[src/rtl/imem_loader.sv]
// imem_loader: write-side program loader for the instruction BRAM.
// Accepts a length-prefixed little-endian byte stream and packs it into 32-bit
// words. Each word goes out on the BRAM's write-only port as a one-cycle strobe.
// The core is held in reset (cpu_run=0) until the whole image has been loaded.
// Optional feature macro: IMEM_LOADER_CKSUM_EN. When defined, one trailing byte
// is accepted after the data. It must equal the modulo-256 sum of the data bytes.
module imem_loader #(
    parameter int ADDR_W    = 13,
    parameter int MAX_WORDS = 8192
) (
    input  logic              clk,
    input  logic              rst,
    input  logic              start,
    input  logic              in_valid,
    input  logic [7:0]        in_data,
    output logic              in_ready,
    output logic              mem_we,
    output logic [ADDR_W-1:0] mem_addr,
    output logic [31:0]       mem_wdata,
    output logic              busy,
    output logic              done,
    output logic              err,
    output logic              cpu_run
);

    typedef enum logic [2:0] {
        ST_IDLE  = 3'd0,
        ST_LEN   = 3'd1,
        ST_DATA  = 3'd2,
        ST_WRITE = 3'd3,
        ST_DONE  = 3'd4,
        ST_ERR   = 3'd5
`ifdef IMEM_LOADER_CKSUM_EN
        , ST_CKSUM = 3'd6
`endif
    } state_t;

    // State entered once the last data word is written, or for an empty image.
`ifdef IMEM_LOADER_CKSUM_EN
    localparam state_t TAIL_ST = ST_CKSUM;
`else
    localparam state_t TAIL_ST = ST_DONE;
`endif

    localparam logic [31:0] MAX_WORDS_C = 32'(MAX_WORDS);

    // Place byte number idx (0..2) of a word into the partial-word register.
    // Byte 3 never lands here: it completes the word directly from in_data.
    function automatic logic [23:0] pack_byte(input logic [23:0] cur,
                                              input logic [1:0]  idx,
                                              input logic [7:0]  b);
        logic [23:0] res;
        res = cur;
        case (idx)
            2'd0:    res[7:0]   = b;
            2'd1:    res[15:8]  = b;
            2'd2:    res[23:16] = b;
            default: res        = cur;
        endcase
        return res;
    endfunction

    // Running modulo-256 byte sum used by the optional trailing checksum.
    function automatic logic [7:0] sum8(input logic [7:0] acc, input logic [7:0] b);
        return acc + b;
    endfunction

    state_t              state_r, state_next_s;
    logic [1:0]          byte_cnt_r, byte_cnt_next_s;
    logic [23:0]         shift_r, shift_next_s;
    logic [ADDR_W:0]     word_cnt_r, word_cnt_next_s;
    logic [ADDR_W:0]     word_inc_s;
    logic [31:0]         len_r, len_next_s;
    logic [31:0]         word_s;
    logic                accept_s;

    logic                in_ready_r, in_ready_next_s;
    logic                mem_we_r, we_next_s;
    logic [ADDR_W-1:0]   mem_addr_r, addr_next_s;
    logic [31:0]         mem_wdata_r, wdata_next_s;
    logic                busy_r, busy_next_s;
    logic                done_r, done_next_s;
    logic                err_r, err_next_s;
    logic                cpu_run_r;

`ifdef IMEM_LOADER_CKSUM_EN
    logic [7:0]          sum_r, sum_next_s;
`endif

    assign accept_s   = in_valid & in_ready_r;
    assign word_s     = {in_data, shift_r};
    assign word_inc_s = word_cnt_r + {{ADDR_W{1'b0}}, 1'b1};

    assign in_ready  = in_ready_r;
    assign mem_we    = mem_we_r;
    assign mem_addr  = mem_addr_r;
    assign mem_wdata = mem_wdata_r;
    assign busy      = busy_r;
    assign done      = done_r;
    assign err       = err_r;
    assign cpu_run   = cpu_run_r;

    // Next-state and datapath update for the load sequencer.
    always_comb begin
        state_next_s    = state_r;
        byte_cnt_next_s = byte_cnt_r;
        shift_next_s    = shift_r;
        word_cnt_next_s = word_cnt_r;
        len_next_s      = len_r;
        we_next_s       = 1'b0;
        addr_next_s     = mem_addr_r;
        wdata_next_s    = mem_wdata_r;
`ifdef IMEM_LOADER_CKSUM_EN
        sum_next_s      = sum_r;
`endif
        case (state_r)
            ST_IDLE, ST_ERR: begin
                if (start) begin
                    state_next_s    = ST_LEN;
                    byte_cnt_next_s = 2'd0;
                    shift_next_s    = 24'd0;
                    word_cnt_next_s = {(ADDR_W+1){1'b0}};
                    len_next_s      = 32'd0;
`ifdef IMEM_LOADER_CKSUM_EN
                    sum_next_s      = 8'd0;
`endif
                end else begin
                    state_next_s = state_r;
                end
            end
            ST_LEN: begin
                if (accept_s) begin
                    if (byte_cnt_r == 2'd3) begin
                        len_next_s      = word_s;
                        byte_cnt_next_s = 2'd0;
                        shift_next_s    = 24'd0;
                        if (word_s == 32'd0) begin
                            state_next_s = TAIL_ST;
                        end else if (word_s > MAX_WORDS_C) begin
                            state_next_s = ST_ERR;
                        end else begin
                            state_next_s = ST_DATA;
                        end
                    end else begin
                        shift_next_s    = pack_byte(shift_r, byte_cnt_r, in_data);
                        byte_cnt_next_s = byte_cnt_r + 2'd1;
                    end
                end else begin
                    state_next_s = state_r;
                end
            end
            ST_DATA: begin
                if (accept_s) begin
`ifdef IMEM_LOADER_CKSUM_EN
                    sum_next_s = sum8(sum_r, in_data);
`endif
                    if (byte_cnt_r == 2'd3) begin
                        we_next_s       = 1'b1;
                        addr_next_s     = word_cnt_r[ADDR_W-1:0];
                        wdata_next_s    = word_s;
                        byte_cnt_next_s = 2'd0;
                        shift_next_s    = 24'd0;
                        state_next_s    = ST_WRITE;
                    end else begin
                        shift_next_s    = pack_byte(shift_r, byte_cnt_r, in_data);
                        byte_cnt_next_s = byte_cnt_r + 2'd1;
                    end
                end else begin
                    state_next_s = state_r;
                end
            end
            ST_WRITE: begin
                // The counter is one bit wider than the address, so an index
                // equal to MAX_WORDS still compares correctly against N.
                word_cnt_next_s = word_inc_s;
                if (32'(word_inc_s) == len_r) begin
                    state_next_s = TAIL_ST;
                end else begin
                    state_next_s = ST_DATA;
                end
            end
`ifdef IMEM_LOADER_CKSUM_EN
            ST_CKSUM: begin
                if (accept_s) begin
                    if (in_data == sum_r) begin
                        state_next_s = ST_DONE;
                    end else begin
                        state_next_s = ST_ERR;
                    end
                end else begin
                    state_next_s = state_r;
                end
            end
`endif
            ST_DONE: begin
                state_next_s = ST_DONE;
            end
            default: begin
                state_next_s = ST_IDLE;
            end
        endcase
    end

    // Output flags decoded from the upcoming state, so they can be registered.
    always_comb begin
        in_ready_next_s = 1'b0;
        busy_next_s     = 1'b0;
        done_next_s     = 1'b0;
        err_next_s      = 1'b0;
        case (state_next_s)
            ST_LEN, ST_DATA: begin
                in_ready_next_s = 1'b1;
                busy_next_s     = 1'b1;
            end
            ST_WRITE: begin
                busy_next_s = 1'b1;
            end
`ifdef IMEM_LOADER_CKSUM_EN
            ST_CKSUM: begin
                in_ready_next_s = 1'b1;
                busy_next_s     = 1'b1;
            end
`endif
            ST_DONE: begin
                done_next_s = 1'b1;
            end
            ST_ERR: begin
                err_next_s = 1'b1;
            end
            default: begin
                in_ready_next_s = 1'b0;
            end
        endcase
    end

    // Sequencer state register.
    always_ff @(posedge clk or negedge rst) begin
        if (!rst) begin
            state_r <= ST_IDLE;
        end else begin
            state_r <= state_next_s;
        end
    end

    // Byte/word counters, partial word, length and checksum accumulators.
    always_ff @(posedge clk or negedge rst) begin
        if (!rst) begin
            byte_cnt_r <= 2'd0;
            shift_r    <= 24'd0;
            word_cnt_r <= {(ADDR_W+1){1'b0}};
            len_r      <= 32'd0;
`ifdef IMEM_LOADER_CKSUM_EN
            sum_r      <= 8'd0;
`endif
        end else begin
            byte_cnt_r <= byte_cnt_next_s;
            shift_r    <= shift_next_s;
            word_cnt_r <= word_cnt_next_s;
            len_r      <= len_next_s;
`ifdef IMEM_LOADER_CKSUM_EN
            sum_r      <= sum_next_s;
`endif
        end
    end

    // Registered outputs. Address and data hold their last value between writes.
    always_ff @(posedge clk or negedge rst) begin
        if (!rst) begin
            in_ready_r  <= 1'b0;
            mem_we_r    <= 1'b0;
            mem_addr_r  <= {ADDR_W{1'b0}};
            mem_wdata_r <= 32'd0;
            busy_r      <= 1'b0;
            done_r      <= 1'b0;
            err_r       <= 1'b0;
            cpu_run_r   <= 1'b0;
        end else begin
            in_ready_r  <= in_ready_next_s;
            mem_we_r    <= we_next_s;
            mem_addr_r  <= addr_next_s;
            mem_wdata_r <= wdata_next_s;
            busy_r      <= busy_next_s;
            done_r      <= done_next_s;
            err_r       <= err_next_s;
            cpu_run_r   <= done_next_s;
        end
    end

endmodule

[config.mk]
export PLATFORM = sky130hd
export DESIGN_NAME = imem_loader
export DESIGN_NICKNAME = d
export VERILOG_FILES = /design/src/rtl/imem_loader.sv
export SDC_FILE = /design/constraint.sdc
export NUM_CORES = 1
export LEC_CHECK = 0
export ABC_AREA = 1
export CAP_MARGIN = 20
export CORE_MARGIN = 2
export CORE_UTILIZATION = 57
export CTS_CLUSTER_DIAMETER = 60
export DETAILED_ROUTE_END_ITERATION = 8
export GPL_TIMING_DRIVEN = 0
export PLACE_DENSITY = 0.84
export SLEW_MARGIN = 20
export SYNTH_ARGS = -nofsm -noshare
export SYNTH_HDL_FRONTEND = slang
export SYNTH_SLANG_ARGS = --single-unit
[constraint.sdc]
create_clock -name clk -period 2.2 [get_ports clk]
set_input_delay 0.44 -clock clk [delete_from_list [all_inputs] [get_ports clk]]
set_output_delay 0.44 -clock clk [all_outputs]
set_load 0.02 [all_outputs]
Yosys cells after proc, flatten, opt, wreduce, memory -nomap -nowiden
Cells that the tools add are included.
W data, S select, Z words.
{"block": "totals", "mem_count": 0, "mem_bits_rw": 0, "romBits": 0, "latch_bits": 0, "output_inout_bits": 51, "elab_cells": 89, "input_bits": 12, "regBits": 125}
{"block": "classes", "order_cmp": 1, "shift": 0, "n_mux": 33, "bitwise_logic": 1, "div": 0, "add_sub_neg": 2, "n_mul": 0, "eq_ne": 21, "n_reduce_logical": 17}
{"op": "$mux W32", "n": 3}
{"op": "$mux W24", "n": 3}
{"op": "$pmux W32 S2", "n": 1}
{"op": "$pmux W24 S2", "n": 1}
{"op": "$eq A14 B32 Y1", "n": 1}
{"op": "$gt A32 B14 Y1 const B", "n": 1}
{"op": "$logic_not A32 Y1", "n": 1}
{"op": "$pmux W14 S2", "n": 1}
{"op": "$mux W3", "n": 8}
{"op": "$mux W8", "n": 3}
{"op": "$reduce_and A4 Y1", "n": 4}
{"op": "$pmux W3 S5", "n": 1}
{"op": "$add A14 B1 Y14 const B", "n": 1}
{"op": "$mux W14", "n": 1}
{"op": "$eq A3 B2 Y1 const B", "n": 4}
{"op": "$eq A3 B3 Y1 const B", "n": 4}
{"op": "$ne A3 B1 Y1 const B", "n": 3}
{"op": "$mux W1", "n": 7}
{"op": "$eq A3 B1 Y1 const B", "n": 2}
{"op": "$mux W2", "n": 3}
{"op": "$ne A2 B2 Y1 const B", "n": 3}
{"op": "$reduce_and A3 Y1", "n": 2}
{"op": "$reduce_bool A2 Y1", "n": 3}
{"op": "$reduce_or A2 Y1", "n": 3}
{"op": "other kinds (10)", "n": 11}

Logic depth before layout (Yosys ltp)
{"block": "depth", "ltp_word": 9, "ltp_mapped": 17, "mapped_depth_nobuf": 17}

Worst setup path before layout
Ideal clock, no wire load.
{"block": "synth_timing", "path_kind": "register to register", "startpoint": "register word_cnt_r[0]", "endpoint": "register in_ready_r (netlist: in_ready)", "required_ps": 2071, "path_stages_with_launch": 18, "arrival_ps": 1640, "setup_time_ps": 129, "synth_period_minus_slack_ps": 1769, "path_slack_ps": 431, "path_cell_list": "dfrtp_1 ha_1 nand2_1 inv_1 nand2_1 nand2_1 nand2_1 nand2_1 nor2_1 inv_1 nor2_1 nand2_1 nor2_1 nand4_1 nand2_1 inv_1 nand2_1 nor2_1"}
{"block": "synth_via", "elab_chain_cells": 7, "elab_cells_between_ends": 8, "classes_between": "add/sub: 1; eq/ne: 3; mux: 3; reduce/logical: 1"}
{"element": "start, declared", "line_no": "71", "source": "logic [ADDR_W:0] word_cnt_r, word_cnt_next_s;"}
{"element": "start signal, assigned", "line_no": "250", "source": "word_cnt_r <= {(ADDR_W+1){1'b0}};"}
{"element": "start signal, assigned", "line_no": "258", "source": "word_cnt_r <= word_cnt_next_s;"}
{"element": "$add A14 B1 Y14 *", "line_no": "92", "source": "assign word_inc_s = word_cnt_r + {{ADDR_W{1'b0}}, 1'b1};"}
{"element": "$eq A14 B32 Y1 *", "line_no": "176", "source": "if (32'(word_inc_s) == len_r) begin"}
{"element": "$mux W3 *", "line_no": "176"}
{"element": "$pmux W3 S5 *", "line_no": "116", "source": "case (state_r)"}
{"element": "net state_next_s[2]", "line_no": "68", "source": "state_t state_r, state_next_s;"}
{"element": "$eq A3 B1 Y1 / $eq A3 B2 Y1 (equally long branches)", "line_no": "210", "source": "case (state_next_s)"}
{"element": "$reduce_or A2 Y1 *", "line_no": "210"}
{"element": "$mux W1 *", "line_no": "210"}
{"element": "net in_ready_next_s", "line_no": "77", "source": "logic in_ready_r, in_ready_next_s;"}
{"element": "end signal, assigned", "line_no": "278", "source": "in_ready_r <= in_ready_next_s;"}
{"element": "end, declared", "line_no": "77"}
Mark *: on every way through the listed nets, which the timed path passes. The rest lies on a longest branch.
A chain may end at the register's enable or synchronous reset.

Worst setup path after layout
{"block": "layout_timing", "startpoint": "register word_cnt_r[0]", "endpoint": "register busy_r (netlist: busy)"}
{"block": "layout_via", "elab_chain_cells": 7, "elab_cells_between_ends": 9, "classes_between": "add/sub: 1; eq/ne: 4; mux: 3; reduce/logical: 1"}
{"element": "$add A14 B1 Y14 *", "line_no": "92"}
{"element": "$eq A14 B32 Y1 *", "line_no": "176"}
{"element": "$mux W3 *", "line_no": "176"}
{"element": "$pmux W3 S5 *", "line_no": "116"}
{"element": "$eq A3 B2 Y1 / $eq A3 B1 Y1 (equally long branches)", "line_no": "210"}
{"element": "$reduce_or A3 Y1 (no line) *"}
{"element": "$mux W1 *", "line_no": "210"}
{"element": "net busy_next_s", "line_no": "81", "source": "logic busy_r, busy_next_s;"}
{"element": "end signal, assigned", "line_no": "282", "source": "busy_r <= busy_next_s;"}
{"element": "end, declared", "line_no": "81"}
Marks and branches as above.

==> impl_metrics.toml <==
[timing]
rsz0062_at_grt = "true"
finalCritPeriodShare_pct = 99.81
slew_headroom_pct = 54.61
slew_viol_final = 0
fin_skew_ns = 0.005451
finalHoldViolCount = 0
layout_min_cycle_time_ns = 2.196
max_freq_ghz = 0.4554
finalSetupViolations = 0
worstMarginPinSlew_ns = 0.6772

[synthesis]
synth_fp_nets = 713
avgSynthCellArea_um2 = 8.431
synth_top_area_share_pct = 53.30
synthFlopType = "dfrtp_1"
ys_async_sr_fraction_pct = 100.0
synth-seq-cells = 125
netlist_area_mm2 = 0.005868
synthesis.instances = 696
synth_cell_types = 28
ys_warn_count = 0
ys_seq_area_share_pct = 53.30
synth-edff-count = 0
yosysTopAreaCell = "dfrtp_1"
netlist_top_cells_area = "dfrtp_1 (53%), nand2_1 (10%), o21ai_0 (7.2%)"

[finish]
fin_nets = 807
final_common_cell = "nand2_1"
antenna_cells = 0
fillers = 742
drive_gt1_share_pct = 14.48
post-route-util_pct = 73.42
mostFrequentLayoutCells = "nand2_1 (160), dfrtp_1 (124), inv_1 (90)"
area_growth_pct = 26.84

[worst_setup_path]
cp-start-kind = "flip-flop"
critPathArrivalTime_ns = 2.62
cpPeakStageDelay_ns = 0.43
crit_path_max_fanout = 5
crit_type = "reg2reg"
crit_slowest_cell = "dfrtp_1"
critPathBufInv = 4
cp_cell_sequence = "buf_6, clkinvlp_4, nor2_4, buf_4, nand3_1, nand2_1, nand2_1, nand2_1, nand2_1, nor2_1, nand4_1, nand2_1, nand3_1, nand2_2, inv_1"
setup.worst_path.end_class = "flip-flop"
critPathRequiredTime_ns = 2.62
cpMostUsedCell = "nand2_1"
cp_top_family = "simple AND/OR/NAND/NOR gates"

[routing]
drt_first_pass_iters = 5
drtIter0Drc = 406
drt_wl_total_mm = 15.19
post_drt_wl_per_cell_um = 16.21
final_antenna_net_count = 0
vias = 5134
drc_errors = 0
vias_per_cell = 5.479

[clock_tree]
clk_path_buf_depth = 2
numClockSinks = 125
cts_root_buf = "clkbuf_8"
cts_tree = "built"
numCtsBuffers = 17
clock_latency_ns = 0.53
clk_pin_slew_ns = 0.06
h-tree-depth = 4

[die]
rows = 37
core-area_mm2 = 0.01014
ios = 63
initial_core_util_pct = 57.88
fp.dieH_um = 105.5
die-area_mm2 = 0.01112
chipWidth_um = 105.5

[global_routing]
grt_first_pass_wirelength_mm = 24.53
grt_overflow = 0
first_global_vias = 5018
grt_start_max_net_pins = 80
antenna_found_initial = 0
track_usage_pct = 28.45

[placed_design]
gp_congestion = 0.8995
port_buffers = 62
hpwl_mm = 10.37

[power]
p_int_w = 0.005577
p_seq_share_pct = 36.1
irDropWorstVdd_uv = 800.6
power_w = 0.008709
p_comb_share_pct = 32.4
p_leak_nw = 3.452
netSwitchingFraction_pct = 35.97
p_clk_share_pct = 31.5
power_density_mw_per_mm2 = 1170
power.switching_w = 0.003132

[outcome]
run_status = "finished, final reports clean"

[min_path]
min-delay-path-class = "in2async"

[job]
maxCapViolations = 0
## cells in the mapped netlist (7+ instances only)
master,number
dfrtp_1,125
inv_1,92
clkbuf_1,8
o22ai_1,8
nand4_1,12
nand3_1,67
nor2_1,52
nand2_1,164
o21ai_1,7
o21ai_0,84
nor2_4,9
buf_2,11
o21ai_2,17
inv_2,7
## final timing paths
| kind | end | slack [ns] | depth (start not counted) | startpoint |
|---|---|---|---|---|
| min reg2reg | mem_wdata[3] | 0.47 | 2 | mem_wdata[3] |
| max in group asynchronous | word_cnt_r[1] | 1.02 | 3 | rst |
| max | busy | 0.004 | 15 | word_cnt_r[0] |
| max reg2reg | busy | 0.004 | 15 | word_cnt_r[0] |
| min in group clk | mem_wdata[3] | 0.47 | 2 | mem_wdata[3] |
| min | mem_addr[3] | 0.42 | 2 | rst |
## state kept, by name (all words and copies together) (netlist names)
register / cells
busy: 1
byte_cnt_r: 2
cpu_run: 1
err: 1
in_ready: 1
len_r: 32
mem_addr: 13
mem_wdata: 32
mem_we: 1
shift_r: 24
state_r: 3
word_cnt_r: 14
## cells by family after synthesis
group,count (synthesis),synth area share [%]
buf+inv,125,9.062
mux,2,0.5117
flops,125,53.30
fa+ha+maj,5,1.066
compound gates,121,11.66
xor+xnor,5,0.9809
simple gates,313,23.41
## cell type report
type / instances / area [µm²] / share of cell area (%)
plain buffers: 26 / 162.7 / 2.185
clock buffers: 23 / 466.7 / 6.270
clock inverters: 7 / 112.6 / 1.513
inverters: 99 / 375.4 / 5.043
multi-input cells: 446 / 2281 / 30.64
flip-flops and latches: 125 / 3129 / 42.04
well taps: 136 / 170.2 / 2.286
repair buffers: 75 / 745.7 / 10.02
## routing by layer
metal	global-route usage (%)	part of all wire, %	vias to the layer above
met4	11.43	2.9	0
met3	6.494	5.8	39
met1	36.86	41	2482
met5	0	0	-
met2	46.50	50	190
li1	-	-	2423
## repair_timing
action / CTS / global route
endpoints found under the hold margin: 46 / 0
endpoints found under the setup margin: 56 / 43
setup buffers: 0 / 11
pin swaps: 0 / 7
resized for setup: 7 / 21
hold buffers: 1 / 0
## worst reg2reg max path, cell delays in order, from the launching register on
cell and delay [ns]:
dfrtp_1 0.43, buf_6 0.14, clkinvlp_4 0.11, nor2_4 0.18
buf_4 0.16, nand3_1 0.08, nand2_1 0.09, nand2_1 0.07
nand2_1 0.06, nand2_1 0.05, nor2_1 0.13, nand4_1 0.16
nand2_1 0.17, nand3_1 0.12, nand2_2 0.09, inv_1 0.04
## power groups by stage
stage               registers [W]  clock network (W)  logic [W]
floorplan                 0.00309                  0    0.00201
global placement          0.00314                  0    0.00259
detailed placement        0.00316                  0    0.00269
CTS                       0.00313            0.00275    0.00275
global route              0.00319            0.00287    0.00312
finish                    0.00315            0.00274    0.00282
## stage by stage
step	instance area, µm²	worst slack, ns	cells	setup TNS [ns]	hold slack [ns]
5_1_grt	7443	-0.1428	937	-0.4659	0.4562
3_5_place_dp	6688	-0.3359	895	-15.42	0.4075
2_1_floorplan	5868	0.4307	696	0	0.1444
6_report	7443	0.004084	937	0	0.4215
3_3_place_gp	6659	-3.961	894	-506.45	0.4617
4_1_cts	7296	0.002061	926	0	0.4360
No activity file was read; power rests on OpenSTA's default activity.
